===== src/rtl/f_gray_ptr_sync.sv =====
// f_gray_ptr_sync: multi-stage Gray pointer synchroniser with registered binary decode,
// update strobe and a checker that flags steps changing more than one bit.
module f_gray_ptr_sync #(
    parameter int BUS_WIDTH  = 4,
    parameter int NUM_STAGES = 2,
    parameter bit CHECK_EN   = 1
) (
    input  logic                 CLK,
    input  logic                 RST,
    input  logic [BUS_WIDTH-1:0] unsync_gray,
    input  logic                 clr_err,
    output logic [BUS_WIDTH-1:0] sync_gray,
    output logic [BUS_WIDTH-1:0] sync_bin,
    output logic                 sync_update,
    output logic                 gray_err,
    output logic                 err_sticky,
    output logic [7:0]           err_count
);
    if (NUM_STAGES < 2) begin : g_bad_stages
        $error("f_gray_ptr_sync: NUM_STAGES must be >= 2");
    end
    logic [BUS_WIDTH-1:0] s [NUM_STAGES];
    logic [BUS_WIDTH-1:0] last_gray, diff, bin_next;
    logic                 err_next;
    assign sync_gray = s[NUM_STAGES-1];
    // diff & (diff-1) is non-zero exactly when more than one bit of diff is set
    always_comb begin
        diff     = sync_gray ^ last_gray;
        err_next = CHECK_EN && ((diff & (diff - BUS_WIDTH'(1))) != '0);
        for (int i = 0; i < BUS_WIDTH; i++) bin_next[i] = ^(sync_gray >> i);
    end
    always_ff @(posedge CLK) begin
        if (RST) begin
            for (int k = 0; k < NUM_STAGES; k++) s[k] <= '0;
            last_gray   <= '0;
            sync_bin    <= '0;
            sync_update <= 1'b0;
            gray_err    <= 1'b0;
            err_sticky  <= 1'b0;
            err_count   <= '0;
        end else begin
            s[0] <= unsync_gray;
            for (int k = 1; k < NUM_STAGES; k++) s[k] <= s[k-1];
            last_gray   <= sync_gray;
            sync_bin    <= bin_next;
            sync_update <= |diff;
            gray_err    <= err_next;
            err_sticky  <= clr_err ? 1'b0 : (err_sticky | err_next);
            err_count   <= clr_err ? 8'd0 : (err_next && err_count != 8'd255) ? err_count + 8'd1 : err_count;
        end
    end
endmodule


===== config.mk =====
export PLATFORM = sky130hd
export DESIGN_NAME = f_gray_ptr_sync
export DESIGN_NICKNAME = d
export VERILOG_FILES = /design/src/rtl/f_gray_ptr_sync.sv
export SDC_FILE = /design/constraint.sdc
export NUM_CORES = 1
export LEC_CHECK = 0
export CAP_MARGIN = 40
export CORE_ASPECT_RATIO = 1.1
export CORE_MARGIN = 2
export CORE_UTILIZATION = 42
export CTS_CLUSTER_DIAMETER = 80
export DETAILED_ROUTE_END_ITERATION = 7
export PLACE_DENSITY = 0.76
export SLEW_MARGIN = 40
export SYNTH_ARGS = -nofsm -noshare
export SYNTH_HDL_FRONTEND = slang
export SYNTH_SLANG_ARGS = --single-unit

===== constraint.sdc =====
create_clock -name CLK -period 1.8 [get_ports CLK]
set_clock_uncertainty 0.15 [all_clocks]
set_input_delay 0.45 -clock CLK [delete_from_list [all_inputs] [get_ports CLK]]
set_output_delay 0.45 -clock CLK [all_outputs]
set_load 0.02 [all_outputs]

==> metrics.md <==
| Metric | Value |
|---|---|
| Outcome | finished, final reports clean |
| Global placer's final weighted congestion | 0.7780 |
| Num CTS Buffers | 3 |
| Netlist cell types | 29 |
| Syn-to-layout area delta | 37.42% |
| Share of power burned in the clock network | 34.3% |
| Pwr Total | 1.127 mW |
| Worst path setup slack after routing | 78.52 ps |
| Reported max-cap violation count | 0 |
| Final worst path period need | 1721 ps |
| Final std cell area, no fill | 1401 µm² |
| Detailed-routing iteration count for the pre-antenna-repair pass | 4 |
| DR DRC count | 0 |
| Initial Util | 44.83% |
| First-pass GRT wire length | 2960 µm |
| Worst reg2reg startpoint | s[0][6] |
| CTS tree | built |
| Core Region | 2275 µm² |
| Via count of the routed design | 787 |
| Switch share | 21.58% |
| Remaining global-route overflow | 0 |
| WS Path Type | reg2out |
| All-Layer GR Usage | 12.91% |
| Power Density | 804.4 nW/µm² |
| Setup_tns | 0 ps |
| Cell count after synthesis | 103 |
| Number of antenna violations at the first check in global routing | 0 |
| Buffer type at the clock tree root | sky130_fd_sc_hd__clkbuf_4 |
| Total cell area at the placement stage | between 1000 and 1500 µm² |
| Buffers on Ports | 25 |
| Total stage count of the critical path | 2 |
| Chain of cells forming the critical path | buf_4 > dlygate4sd2_1 |
| Minimum setup slack after placement | 25.23 ps |
| Total routed wirelength | roughly 1800 µm |
| Num ports | 26 |
| RR Endpoint | err_count[5] |
| Number of buffers inserted for hold repair after clock tree synthesis | 0 |
| Worst hold slack | between 300 and 400 ps |
| Proportion of power drawn by combinational gates | a little under an eighth |
| Number of DRC violations after detailed-routing iteration 0 | 5 |
| Post-synthesis sequential element count | 26 |
| Final hold violation count | 0 |
| Clock Latency Late Sink | 300 ps |
| Post-synthesis share of cell area spent on full adders, half adders and majority gates | 1.227% |
| Xor-xnor portion of the synthesized cell area | 9.202% |
| Worst vdd rail ir drop | 0.6626 mV |
| Combined buffer and inverter count along the critical path | 2 |
| Post-synthesis share of cell area spent on and, or, nand and nor gates | between 20% and 30% |
| Clock buffer depth | 2 |
| Final Util | 61.61% |
| Cell with the largest stage delay on the worst path | sky130_fd_sc_hd__dfxtp_2 |
| Register-to-register path setup slack | 110 ps |
| P_int | 883.9 µW |
| Final HPWL from detailed placement | 1290 µm |
| Via count of the first global-routing pass | between 700 and 800 |
| Number of warnings reported in the yosys synthesis log | 0 |
| Flop pwr share | 53.9% |
| Endpoint of the most critical setup path | sync_gray[0] |
| Pin count of the biggest net entering global routing | 19 |
| Wire length on met3 | 83 µm |
| Vert. Die Dim | 55.68 µm |
| Number of max-slew violations in the final report | 0 |
| Fraction of final layout cells with drive strength greater than 1 | 20.45% |
| Worst-case headroom to the max-slew limit | about 80% |
| Number of antenna repair diodes | 0 |
| Die extent in x | around 51 µm |
| Placed Cells incl. Taps | 156 |
| Avg Cell Area, Syn | 9.900 µm² |
| Slew at the pin closest to its max-slew limit | between 200 and 300 ps |
| Worst R2R Path Depth | 5 |
| Required time reported for the critical path endpoint | 1200 ps |
| Number of H-tree branching levels | 1 |
| Longest individual stage delay on the worst path | between 300 and 400 ps |
| Total setup violations reported at the end of the flow | 0 |
| Post-detailed-route via-to-cell ratio | about 4.9 |
| NumNets Final | 141 |
| Leakage power summed over all cells | 0.6169 nW |
| Post-route fraction of the period consumed by the critical path | 95.64% |
| Netlist area before placement | 1020 µm² |
| Synth Area in Compound Gates | 9.939% |
| Arrival time of the worst setup path | 1120 ps |
| Number of clock sinks | 26 |
| Routed Antenna Nets | 0 |
| Main combinational cell family by area after synthesis | simple AND/OR/NAND/NOR gates |
| Top fanout value on the critical path | 3 |
| Post-CTS clock slew at the launch and capture registers of the worst setup and hold paths | 140 ps |
| Area of the die | ~2800 µm² |
| Metal2 WL | 839 µm |
| Detail-routed net length per standard cell | 10.96 µm |
| Top sig layer | met4 |
| Share of synthesized area spent on multiplexers | 0% |
| Post-Layout Cell Count | 162 |
| Detailed-routing wirelength on met1 | 844 µm |
| CP Launch Point | s[0][4] |
| Cell class contributing the biggest share of worst-path delay | buffers and inverters |
| Maximum operating frequency | 0.5809 GHz |
| Min-delay worst type | reg2reg |
| FP Rows | 18 |
| Synthesized net count | between 100 and 150 |
| Post-synthesis sequential area ratio | 51.04% |
| Type of destination of the critical path | primary output |
| Net switching power | around 240 µW |
| Element type at the critical path start | flop |
==> routing by layer <==
metal / track usage [%] / vias up
met5: 0 / -
met4: 3.475 / 0
met3: 2.419 / 2
met2: 20.96 / 19
met1: 17.38 / 364
li1: - / 402
==> sequential cells by signal, indices dropped and copies added (netlist names) <==
| register | count |
|---|---|
| err_count | 8 |
| s | 8 |
| sync_bin | 4 |
| last_gray | 3 |
| err_sticky | 1 |
| gray_err | 1 |
| sync_update | 1 |
==> area by class of cell <==
class                      count  area (µm²)
sequential                    26       536.8
timing repair buffer          33       286.5
tap                           30       37.54
inverter                       1       3.754
multi-input combinational     68       484.2
clock buffer                   3       22.52
clock inverter                 1       30.03
fill                         198       873.3
==> cell families after synthesis <==
family,count (synthesis)
simple gates,42
flops,26
buf+inv,9
fa+ha+maj,1
xor+xnor,9
compound gates,16
==> Yosys cell counts, drive strengths merged <==
cell	n	share of area (%)
and4	1	0.86
buf	6	4.8
clkbuf	2	0.74
nor2	11	4.0
nor4	1	0.61
nand4b	1	0.86
a41o	1	0.98
o21ai	4	2.0
ha	1	1.2
o31ai	1	0.74
a211o	2	1.7
dfxtp	26	51
a21oi	5	2.5
nor2b	13	8.0
a31oi	1	0.61
xnor2	1	0.86
or4	1	0.74
or3	3	1.8
a211oi	2	1.5
nand3	5	2.9
nand4	1	0.61
inv	1	0.37
xor2	8	8.3
nor3	1	0.49
or2	1	0.61
nand2	3	1.1
==> power by group through the flow <==
stage | clock (mW) | sequential [mW] | combinational (mW)
after detailed placement | 0 | 0.619 | 0.133
final | 0.387 | 0.607 | 0.133
after floorplan | 0 | 0.632 | 0.0689
after global placement | 0 | 0.618 | 0.131
after global routing | 0.421 | 0.611 | 0.144
after CTS | 0.397 | 0.606 | 0.123
==> worst min-delay path by stage <==
| stage | from | to | slack (ps) | depth (start not counted) |
|---|---|---|---|---|
| 2_1_floorplan | s[0][0] | s[0][4] | 260 | 1 |
| 4_1_cts | s[0][3] | s[0][7] | 300 | 1 |
| 6_report | s[0][3] | s[0][7] | 300 | 1 |
| 5_1_grt | s[0][3] | s[0][7] | 320 | 1 |
| 3_3_place_gp | s[0][2] | s[0][6] | 270 | 1 |
| 3_5_place_dp | s[0][3] | s[0][7] | 280 | 1 |
==> what timing repair did <==
| action | in CTS | in global routing |
|---|---|---|
| pin swaps | 0 | 5 |
| gates resized for setup | 21 | 14 |
| setup endpoints to repair | 20 | 5 |
| gates cloned | 0 | 0 |
| setup buffers | 0 | 2 |
==> layout by cell type (no fill, tap or decap), types with 4 or more instances in the layout <==
master / synthesis / routed
sky130_fd_sc_hd__dfxtp_1: 26 / 17
sky130_fd_sc_hd__dlygate4sd2_1: 0 / 19
sky130_fd_sc_hd__dfxtp_2: 0 / 7
sky130_fd_sc_hd__o21ai_0: 4 / 4
sky130_fd_sc_hd__clkdlybuf4s50_1: 0 / 6
sky130_fd_sc_hd__a21oi_1: 5 / 5
sky130_fd_sc_hd__buf_4: 5 / 8
sky130_fd_sc_hd__nor2_1: 11 / 11
sky130_fd_sc_hd__xor2_1: 6 / 4
sky130_fd_sc_hd__nand3_1: 4 / 4
sky130_fd_sc_hd__nor2b_1: 13 / 13
Note: power is estimated with default switching activity, not from simulation.
